--- src/rtl/lsu.sv ---
// Load/store unit: aligns stores onto a 32-bit word bus and extends load data.
// Define LSU_ALIGN_CHECK_EN to report misaligned half/word accesses as errors.
module lsu #(
  parameter int unsigned ADDR_W = 32
) (
  input  logic              clk,
  input  logic              rst,
  input  logic              req_valid,
  output logic              req_ready,
  input  logic              req_wen,
  input  logic [2:0]        req_op,
  input  logic [ADDR_W-1:0] req_addr,
  input  logic [31:0]       req_wdata,
  output logic              resp_valid,
  input  logic              resp_ready,
  output logic [31:0]       resp_rdata,
  output logic              resp_err,
  output logic              bus_req_valid,
  input  logic              bus_req_ready,
  output logic [ADDR_W-1:0] bus_addr,
  output logic              bus_wen,
  output logic [31:0]       bus_wdata,
  output logic [3:0]        bus_wmask,
  input  logic              bus_resp_valid,
  input  logic [31:0]       bus_resp_data
);

  typedef enum logic [1:0] {StIdle, StReq, StWait, StResp} state_e;

  state_e            state_q, state_d;
  logic              wen_q, wen_d;
  logic [2:0]        op_q, op_d;
  logic [1:0]        off_q, off_d;
  logic [ADDR_W-1:0] bus_addr_q, bus_addr_d;
  logic              bus_wen_q, bus_wen_d;
  logic [31:0]       bus_wdata_q, bus_wdata_d;
  logic [3:0]        bus_wmask_q, bus_wmask_d;
  logic [31:0]       rdata_q, rdata_d;
  logic              err_q, err_d;

  logic        illegal, misaligned, is_half, is_word;
  logic [1:0]  req_off;
  logic [31:0] st_data;
  logic [3:0]  st_mask;
  logic [31:0] ld_shifted;
  logic [31:0] ld_data;

  // Request decode: legality, alignment and effective lane offset.
  always_comb begin
    is_half = (req_op[1:0] == 2'b01);
    is_word = (req_op[1:0] == 2'b10);
    illegal = (req_op == 3'b011) || (req_op[2:1] == 2'b11) || (req_wen && req_op[2]);
`ifdef LSU_ALIGN_CHECK_EN
    misaligned = (is_half && req_addr[0]) || (is_word && (req_addr[1:0] != 2'b00));
    req_off    = req_addr[1:0];
`else
    // Without the check, misaligned accesses are silently forced onto an aligned lane.
    misaligned = 1'b0;
    req_off    = is_word ? 2'b00 : (is_half ? {req_addr[1], 1'b0} : req_addr[1:0]);
`endif
  end

  always_comb begin
    st_data = req_wdata;
    st_mask = 4'b1111;
    unique case (req_op[1:0])
      2'b00: begin
        st_data = {4{req_wdata[7:0]}};
        st_mask = 4'b0001 << req_off;
      end
      2'b01: begin
        st_data = {2{req_wdata[15:0]}};
        st_mask = 4'b0011 << req_off;
      end
      default: begin
        st_data = req_wdata;
        st_mask = 4'b1111;
      end
    endcase
  end

  always_comb begin
    ld_shifted = bus_resp_data >> {off_q, 3'b000};
    unique case (op_q)
      3'b000:  ld_data = {{24{ld_shifted[7]}}, ld_shifted[7:0]};
      3'b001:  ld_data = {{16{ld_shifted[15]}}, ld_shifted[15:0]};
      3'b100:  ld_data = {24'h0, ld_shifted[7:0]};
      3'b101:  ld_data = {16'h0, ld_shifted[15:0]};
      default: ld_data = bus_resp_data;
    endcase
  end

  always_comb begin
    state_d     = state_q;
    wen_d       = wen_q;
    op_d        = op_q;
    off_d       = off_q;
    bus_addr_d  = bus_addr_q;
    bus_wen_d   = bus_wen_q;
    bus_wdata_d = bus_wdata_q;
    bus_wmask_d = bus_wmask_q;
    rdata_d     = rdata_q;
    err_d       = err_q;
    unique case (state_q)
      StIdle: begin
        if (req_valid) begin
          wen_d = req_wen;
          op_d  = req_op;
          off_d = req_off;
          if (illegal || misaligned) begin
            err_d   = 1'b1;
            rdata_d = 32'h0;
            state_d = StResp;
          end else begin
            bus_addr_d  = {req_addr[ADDR_W-1:2], 2'b00};
            bus_wen_d   = req_wen;
            bus_wdata_d = st_data;
            bus_wmask_d = req_wen ? st_mask : 4'b0000;
            err_d       = 1'b0;
            rdata_d     = 32'h0;
            state_d     = StReq;
          end
        end
      end
      StReq: begin
        if (bus_req_ready) state_d = StWait;
      end
      StWait: begin
        if (bus_resp_valid) begin
          rdata_d = wen_q ? 32'h0 : ld_data;
          err_d   = 1'b0;
          state_d = StResp;
        end
      end
      StResp: begin
        if (resp_ready) state_d = StIdle;
      end
      default: state_d = StIdle;
    endcase
  end

  always_ff @(posedge clk) begin
    if (rst) begin
      state_q     <= StIdle;
      wen_q       <= 1'b0;
      op_q        <= 3'b000;
      off_q       <= 2'b00;
      bus_addr_q  <= '0;
      bus_wen_q   <= 1'b0;
      bus_wdata_q <= 32'h0;
      bus_wmask_q <= 4'b0000;
      rdata_q     <= 32'h0;
      err_q       <= 1'b0;
    end else begin
      state_q     <= state_d;
      wen_q       <= wen_d;
      op_q        <= op_d;
      off_q       <= off_d;
      bus_addr_q  <= bus_addr_d;
      bus_wen_q   <= bus_wen_d;
      bus_wdata_q <= bus_wdata_d;
      bus_wmask_q <= bus_wmask_d;
      rdata_q     <= rdata_d;
      err_q       <= err_d;
    end
  end

  assign req_ready     = (state_q == StIdle);
  assign bus_req_valid = (state_q == StReq);
  assign resp_valid    = (state_q == StResp);
  assign resp_rdata    = rdata_q;
  assign resp_err      = err_q;
  assign bus_addr      = bus_addr_q;
  assign bus_wen       = bus_wen_q;
  assign bus_wdata     = bus_wdata_q;
  assign bus_wmask     = bus_wmask_q;

endmodule

--- config.mk ---
export PLATFORM = sky130hd
export DESIGN_NAME = lsu
export DESIGN_NICKNAME = d
export VERILOG_FILES = /design/src/rtl/lsu.sv
export SDC_FILE = /design/constraint.sdc
export NUM_CORES = 1
export LEC_CHECK = 0
export ABC_AREA = 1
export BUFFER_PORTS_ARGS = -buffer_cell sky130_fd_sc_hd__buf_2
export CAP_MARGIN = 20
export CORE_MARGIN = 4
export CORE_UTILIZATION = 27
export CTS_BUF_LIST = sky130_fd_sc_hd__clkbuf_8
export CTS_CLUSTER_DIAMETER = 150
export DETAILED_ROUTE_END_ITERATION = 16
export PLACE_DENSITY_LB_ADDON = 0.15
export SKIP_CTS_REPAIR_TIMING = 1
export SYNTH_ARGS = -nofsm -noshare
export SYNTH_HDL_FRONTEND = slang
export SYNTH_SLANG_ARGS = --single-unit
--- constraint.sdc ---
create_clock -name clk -period 1.8 [get_ports clk]
set_input_delay 0.18 -clock clk [delete_from_list [all_inputs] [get_ports clk]]
set_output_delay 0.18 -clock clk [all_outputs]
set_load 0.02 [all_outputs]
Word level (Yosys, flattened, before mapping)
Index checks and enable logic that the tools add are counted.
{"block": "word_totals", "register_bits": 108}
{"block": "op_classes", "n_eq_ne": 14, "shift": 3, "mux": 20, "bitwise_logic": 1, "reduce_logical": 11}
{"cell": "$pmux 32 s2", "n": 2}
{"cell": "$pmux 32 s4", "n": 1}
{"cell": "$mux 32", "n": 3}
{"cell": "$shr 32x5->16", "n": 1}
{"cell": "$mux 2", "n": 6}
{"cell": "$eq 2x2->1 const B", "n": 4}
{"cell": "$pmux 2 s4", "n": 1}
{"cell": "$pmux 4 s2", "n": 1}
{"cell": "$eq 3x3->1 const B", "n": 2}
{"cell": "$reduce_and 3->1", "n": 2}
{"cell": "$eq 2x1->1 const B", "n": 2}
{"cell": "$logic_not 2->1", "n": 2}
{"cell": "$mux 1", "n": 4}
{"cell": "$mux 4", "n": 1}
{"cell": "$ne 2x1->1 const B", "n": 2}
{"cell": "$ne 2x2->1 const B", "n": 2}
{"cell": "$reduce_and 4->1", "n": 1}
{"cell": "$shl 1x2->4 const A", "n": 1}
{"cell": "$shl 2x2->4 const A", "n": 1}
{"cell": "$eq 3x1->1 const B", "n": 1}
{"cell": "$eq 3x2->1 const B", "n": 1}
{"cell": "$logic_not 3->1", "n": 1}
{"cell": "$logic_or 1x1->1", "n": 2}
{"cell": "$pmux 1 s2", "n": 1}
{"cell": "4 further kinds", "n": 4}

Depth between registers and ports, before layout
Gate-level depths: netlist of the first run.
{"block": "logic_depth", "ltp_word": 6, "ltp_mapped": 11}

Worst setup path after synthesis of the first run
No wires, ideal clock.
{"block": "synth_path", "path_type": "register -> register", "from": "reg state_q[0]", "to": "reg bus_wdata_q[20], in the netlist bus_wdata[20]", "setup_time_ns": 0.126, "t_arrival_ns": 1.536, "required_ns": 1.674, "slack_ns": 0.138, "stages_incl_launch_ff": 8, "path_buffers": 2, "cell_sequence": "dfxtp_1 inv_1 ha_1 nand2_2 nor2_4 buf_6 buf_2 a31oi_1"}
{"block": "synth_via", "elab_chain_cells": 2}
{"item": "start, declared", "line_no": "30", "source": "state_e state_q, state_d;"}
{"item": "start signal, assigned", "line_no": "144", "source": "state_q <= StIdle;"}
{"item": "start signal, assigned", "line_no": "155", "source": "state_q <= state_d;"}
{"item": "$logic_not 2->1"}
{"item": "named net req_ready", "line_no": "9", "source": "output logic req_ready,"}
{"item": "$reduce_and 3->1 (no line)"}
{"item": "end signal, assigned", "line_no": "161", "source": "bus_wdata_q <= bus_wdata_d;"}
{"item": "end, declared", "line_no": "36", "source": "logic [31:0] bus_wdata_q, bus_wdata_d;"}
The timed path passes the listed nets, and every way through them passes these cells.
A chain may end at the register's enable or synchronous reset.

Worst setup path in the final report of the first run
{"block": "layout_path", "from": "reg state_q[1]", "to": "reg rdata_q[24], in the netlist resp_rdata[24]"}
{"block": "layout_via", "elab_chain_cells": 3, "elab_cells_between_ends": 7, "cone_classes": "3 x eq/ne; 1 x mux; 3 x reduce/logical"}
{"item": "$eq 2x2->1 or $logic_not 2->1 (tied branches)", "line_no": "104", "source": "unique case (state_q)"}
{"item": "$ne 2x2->1 (no line) or $reduce_bool 2->1 (tied branches)"}
{"item": "$reduce_and 3->1 (no line)"}
{"item": "end signal, assigned", "line_no": "163", "source": "rdata_q <= rdata_d;"}
{"item": "end, declared", "line_no": "38", "source": "logic [31:0] rdata_q, rdata_d;"}
Several ways; a longest one is shown, not always the timed one.

==> impl_metrics.env, run 1 <==
export IMPL_place_hpwl_um=12400
export IMPL_finish_net_count=1004
export IMPL_ant_nets=0
export IMPL_drive_gt1_frac=0.307
export IMPL_routed_top_layer="met5"
export IMPL_final_setup_skew_ns=0.0118
export IMPL_place_area_um2=6180
export IMPL_power_mw=8.34
export IMPL_place_ws_ns=-0.0401
export IMPL_viasPerCell=4.59
export IMPL_maxSlewViolCount=0
export IMPL_insertion_delay_ns=0.39
export IMPL_cts_root_buffer="clkbuf_8"
export IMPL_clk_pin_slew_worst_paths_ns=0.12
export IMPL_startpoint_type="flip-flop"
export IMPL_setup_viol_count_final=0
export IMPL_hold_class="in -> reg"
export IMPL_fp_dieArea_um2=20400
export IMPL_cts_tree="yes"
export IMPL_ys_seq_elements=108
export IMPL_synth_area_per_cell_um2=7.11
export IMPL_worst_pin_slew_ns=0.577
export IMPL_initial_core_util=0.274
export IMPL_wire_per_inst_um=15.2
export IMPL_coreArea_um2=17900
export IMPL_final_min_clock_period_ns=1.66
export IMPL_syn_to_final_growth_pct=33.2
export IMPL_fmax_mhz=601
export IMPL_p_per_area_nw_per_um2=1270
export IMPL_multi_input_area_um2=2390
export IMPL_cap_violations=0
export IMPL_hold_violations=0
export IMPL_die_y_um=143
export IMPL_numCtsBuffers=9
export IMPL_critPathRequiredTime_ns=2.12
export IMPL_antenna_found_initial=1
export IMPL_drt_pass1_iterations=4
export IMPL_cts_max_level=3
export IMPL_routed_wl_met2_um=7710
export IMPL_seqCellArea_um2=2170
export IMPL_synth_seq_area_share=0.440
export IMPL_fin_ws_ns=0.136
export IMPL_drc=0
export IMPL_clock_sinks=108
export IMPL_final_setup_tns_ns=0
export IMPL_routabilityCongestion=0.833
export IMPL_ys_types=31
export IMPL_path_max_fanout=19
export IMPL_drt_iter0_markers=209
export IMPL_filler_cell_count=1995
export IMPL_vias=5180
export IMPL_fin_util=0.365
export IMPL_p_leak_nw=3.19
export IMPL_grt_max_degree=63
export IMPL_rsz0062_at_grt="true"
export IMPL_outcome="completed"
export IMPL_clockBufferDepth=2
export IMPL_yosys_warnings=0
export IMPL_synthCells=691
export IMPL_mappedNetlistArea_um2=4910
export IMPL_end_kind="flip-flop"
export IMPL_routed_wl_um=17200
export IMPL_grtUsageTotal=0.159
export IMPL_arrival_ns=1.98
export IMPL_numPortBuffers=208
export IMPL_grt_pass1_vias=4988
export IMPL_io_pins=211
export IMPL_critical_path_class="reg -> reg"
export IMPL_die_x_um=143
export IMPL_relSlewSlack=0.614
export IMPL_grt_overflow_total=0
export IMPL_design_area_um2=6540
export IMPL_wl_met1_um=7500
export IMPL_finalCritPeriodShare=0.925
export IMPL_rows=49
export IMPL_route_met3_wl_um=1700
export IMPL_peakVddDrop_mv=0.486
export IMPL_grt_pass1_wl_um=26000
## registers in the layout, summed over array words and instances (netlist names)
| name | cells |
|---|---|
| bus_addr | 30 |
| bus_wdata | 32 |
| bus_wen | 1 |
| bus_wmask | 4 |
| off_q | 2 |
| op_q | 3 |
| resp_err | 1 |
| resp_rdata | 32 |
| state_q | 2 |
| wen_q | 1 |
## stage by stage
stage | std cells | hold WS, ns
2_1_floorplan | 692 | 0.315
3_3_place_gp | 1104 | 0.401
3_5_place_dp | 1104 | 0.411
4_1_cts | 1120 | -0.0291
5_1_grt | 1127 | 0.000108
6_report | 1129 | 0.00393
## power by group
part	switching (mW)	internal, mW	leakage (nW)
clock network	0.963	0.821	0.120
registers	0.226	2.82	0.883
logic	2.32	1.19	2.19
## routing by layer
metal  vias up  track usage
met4         2       0.0415
met5         -            0
met3        16       0.0613
li1       2670            -
met1      2321        0.201
met2       171        0.257
## layout make-up
class                   count  area share
multi-input cells         500       0.366
inverters                  42      0.0241
well taps                 229      0.0438
diodes                      2    0.000765
clock inverters             7      0.0174
repair buffers            232       0.198
flip-flops and latches    108       0.331
clock buffers               9      0.0189
## critical path, stage by stage, from the launching register on
cell and delay (ns):
dfxtp_4 0.39, inv_1 0.10, ha_4 0.21, nand2_1 0.09
o21ai_2 0.07, inv_2 0.13, nand2_4 0.10, buf_12 0.16
a21oi_1 0.16, nand2_1 0.07, a21oi_1 0.12
## cells in the mapped netlist
cell type  count  area share
o211ai_1       7       0.011
nor2_4         5       0.011
nand2_2        5      0.0064
nor3_1         1      0.0010
or2_2          2      0.0025
o21ai_0       73       0.074
clkbuf_1      18       0.014
a31oi_1       10       0.013
inv_2          6      0.0046
a211oi_1       1      0.0015
nor2_1       108       0.083
clkbuf_2       1      0.0010
a21oi_2        2      0.0036
nor2_2         1      0.0013
inv_1         36       0.028
conb_1         1     0.00076
ha_1           5       0.013
nand3_1       14       0.014
buf_6          6       0.014
o22ai_1        7      0.0089
dfxtp_1      108        0.44
o31ai_1        6      0.0092
nand2_1      153        0.12
buf_4          9       0.014
buf_2          9      0.0092
a21oi_1       89       0.091
nand3_2        1      0.0020
o21ai_2        1      0.0018
o21ai_4        1      0.0033
nand2_4        2      0.0046
o21ai_1        3      0.0031
## kinds of logic (layout without fill, tap and decap cells)
family / count (synthesis) / count (layout) / share of synthesized area
and+or+nand+nor: 292 / 292 / 0.243
AOI/OAI and AO/OA: 200 / 201 / 0.220
DFF: 108 / 108 / 0.440
buffers and inverters: 85 / 290 / 0.0835
adders and majority gates: 5 / 5 / 0.0127
other: 1 / 4 / 0.000763
## placed cells by master, fill, tap and decap left out, types with 2 or more instances in the layout
cell type	instances
bufinv_16	2
diode_2	2
dlygate4sd3_1	5
nand2_1	153
inv_1	34
conb_1	2
nor2_4	5
o21ai_4	2
a21oi_2	2
o31ai_1	6
ha_1	3
buf_4	14
nand3_1	14
a21oi_1	89
inv_2	8
dfxtp_1	107
o22ai_1	7
nand2_4	3
ha_4	2
a31oi_1	10
o21ai_2	2
nand2_2	4
o21ai_0	73
inv_6	3
buf_12	5
or2_2	2
o211ai_1	7
o21ai_1	2
buf_2	208
nor2_1	108
clkbuf_8	9
## final timing paths
kind	start	endpoint	slack, ns	depth (start not counted)
worst max register to register	state_q[1]$_SDFFE_PP0P_	resp_rdata[24]$_SDFFE_PP0P_	0.14	10
worst min-delay path	req_addr[8]	bus_addr[8]$_SDFFE_PP0P_	0.004	3
worst min register to register	resp_rdata[13]$_SDFFE_PP0P_	resp_rdata[13]$_SDFFE_PP0P_	0.47	2
worst max-delay path	state_q[1]$_SDFFE_PP0P_	resp_rdata[24]$_SDFFE_PP0P_	0.14	10
No activity file was read; power rests on OpenSTA's default activity.
==> run 2, diff against run 1 <==
- ABC_AREA: 1 -> default
==> impl_metrics.env, run 2 <==
export IMPL_hold_violations=0
export IMPL_routed_wl_um=17400
export IMPL_critical_path_max_stage_delay_ns=0.42
export IMPL_grt_max_degree=109
export IMPL_place_ws_ns=-0.0441
export IMPL_coreArea_um2=18000
export IMPL_final_min_clock_period_ns=1.74
export IMPL_final_common_cell="buf_2"
export IMPL_rows=49
export IMPL_wire_per_inst_um=16.7
export IMPL_startpoint_type="flip-flop"
export IMPL_numPortBuffers=208
export IMPL_mappedNetlistArea_um2=4920
export IMPL_grt_overflow_total=0
export IMPL_grt_pass1_wl_um=26000
export IMPL_drive_gt1_frac=0.337
export IMPL_arrival_ns=1.99
export IMPL_drt_iter0_markers=270
export IMPL_end_kind="flip-flop"
export IMPL_path_max_fanout=16
export IMPL_p_per_area_nw_per_um2=1090
export IMPL_fp_dieArea_um2=20400
export IMPL_cts_root_buffer="clkbuf_8"
export IMPL_most_common_layout_cells="207 x buf_2, 133 x nand2_1, 105 x dfxtp_1, 76 x a21oi_1"
export IMPL_cap_violations=0
export IMPL_grtUsageTotal=0.160
export IMPL_synth_ff_type="dfxtp_1"
export IMPL_synth_seq_area_share=0.440
export IMPL_insertion_delay_ns=0.39
export IMPL_synth_top_area_share=0.440
export IMPL_ys_seq_elements=108
export IMPL_drt_pass1_iterations=4
export IMPL_hold_slack_ns=0.0252
export IMPL_clock_sinks=108
export IMPL_p_leak_nw=2.87
export IMPL_cp_top_family="simple AND/OR/NAND/NOR gates"
export IMPL_viasPerCell=4.87
export IMPL_clockBufferDepth=2
export IMPL_multi_input_area_um2=2540
export IMPL_rsz0062_at_grt="false"
export IMPL_peakVddDrop_mv=0.380
export IMPL_hold_class="in -> reg"
export IMPL_synthCells=603
export IMPL_ys_types=43
export IMPL_worst_pin_slew_ns=0.656
export IMPL_crit_buf_inv=2
export IMPL_fmax_mhz=574
export IMPL_ant_nets=0
export IMPL_place_hpwl_um=12300
export IMPL_final_setup_skew_ns=0.0146
export IMPL_yosys_warnings=0
export IMPL_worstPathCellList="inv_2 -> ha_4 -> nor2b_4 -> or3_4 -> clkbuf_16 -> a22oi_1 -> o22ai_1"
export IMPL_critical_path_class="reg -> reg"
export IMPL_cts_tree="yes"
export IMPL_die_y_um=143
export IMPL_outcome="completed"
export IMPL_synth_area_leaders="dfxtp_1 44%, nand2_1 10%, a21oi_1 7.8%"
export IMPL_initial_core_util=0.274
export IMPL_clk_pin_slew_worst_paths_ns=0.10
export IMPL_numCtsBuffers=9
export IMPL_vias=5072
export IMPL_die_x_um=143
export IMPL_drc=0
export IMPL_yosysTopAreaCell="dfxtp_1"
export IMPL_synth_area_per_cell_um2=8.15
export IMPL_antenna_found_initial=1
export IMPL_finalCritPeriodShare=0.968
export IMPL_finish_net_count=918
export IMPL_slowest_stage="or3_4"
export IMPL_ys_async_sr_fraction=0
export IMPL_synth_top_cells_by_count="133 x nand2_1, 108 x dfxtp_1, 77 x a21oi_1, 34 x clkbuf_1"
export IMPL_filler_cell_count=1894
export IMPL_relSlewSlack=0.561
export IMPL_seqCellArea_um2=2170
export IMPL_syn_to_final_growth_pct=36.2
export IMPL_critPathRequiredTime_ns=2.05
export IMPL_yosysMostFrequentCell="nand2_1"
export IMPL_maxSlewViolCount=0
export IMPL_routabilityCongestion=0.874
export IMPL_grt_pass1_vias=4891
export IMPL_setup_viol_count_final=0
export IMPL_synth_edf_count=0
export IMPL_cts_max_level=3
export IMPL_io_pins=211
export IMPL_fin_ws_ns=0.0578
run 2: cell types whose count changed in the layout (fill, tap and decap cells not counted), sizes merged, moves of 25 or more:
cell,previous run,this run
a22oi,0,25
inv,46,11
mux2i,0,28
nand2,160,133
nor2,114,28
o21ai,79,24
run 2: per-layer routing:
layer | global-route usage | up-vias | wire length (um)
met5 | 0 | - | 20
met4 | 0.0335 | 2 | 166
met3 | 0.0663 | 14 | 1520
met2 | 0.261 | 165 | 8430
met1 | 0.199 | 2382 | 7220
li1 | - | 2509 | -
run 2: per-stage QoR:
stage	area, um^2	utilization	std cells	TNS (ns)	total power, mW
CTS	6530	0.363	1029	-0.950	7.17
detailed placement	6330	0.352	1014	-0.588	5.60
global placement	6330	0.352	1014	0	5.55
global route	6690	0.373	1040	0	7.80
floorplan	4940	-	604	-0.776	4.56
finish	6690	0.373	1041	0	7.31
run 2: area by class of cell:
cell class	instances	share of cell area
multi-input cells	431	0.379
flip-flops and latches	108	0.324
repair buffers	246	0.217
well taps	229	0.0428
clock buffers	10	0.0206
clock inverters	5	0.00935
inverters	11	0.00654
diodes	1	0.000374
run 2: cell families after synthesis:
family / count (synthesis) / share of synthesized area
and+or+nand+nor: 200 / 0.178
AOI/OAI and AO/OA: 195 / 0.249
DFF: 108 / 0.440
buffers and inverters: 65 / 0.0580
muxes: 29 / 0.0616
adders and majority gates: 5 / 0.0127
other: 1 / 0.000763
run 2: path summary, 6_finish.rpt:
path | slack, ns | depth (start not counted) | startpoint | endpoint
worst max register to register | 0.06 | 7 | state_q[1]$_SDFFE_PP0P_ | resp_rdata[11]$_SDFFE_PP0P_
worst min-delay path | 0.03 | 3 | req_addr[10] | bus_addr[10]$_SDFFE_PP0P_
worst min register to register | 0.46 | 2 | bus_addr[16]$_SDFFE_PP0P_ | bus_addr[16]$_SDFFE_PP0P_
worst max-delay path | 0.06 | 7 | state_q[1]$_SDFFE_PP0P_ | resp_rdata[11]$_SDFFE_PP0P_
run 2: power by group:
| group | switching, mW | total (mW) | internal [mW] |
|---|---|---|---|
| combinational | 1.73 | 2.89 | 1.16 |
| sequential | 0.185 | 2.87 | 2.69 |
| clock | 0.868 | 1.55 | 0.679 |
run 2: tightest hold or removal path, stage by stage:
cell and delay, ns:
buf_2 0.10, nand2_1 0.04, a21oi_1 0.05
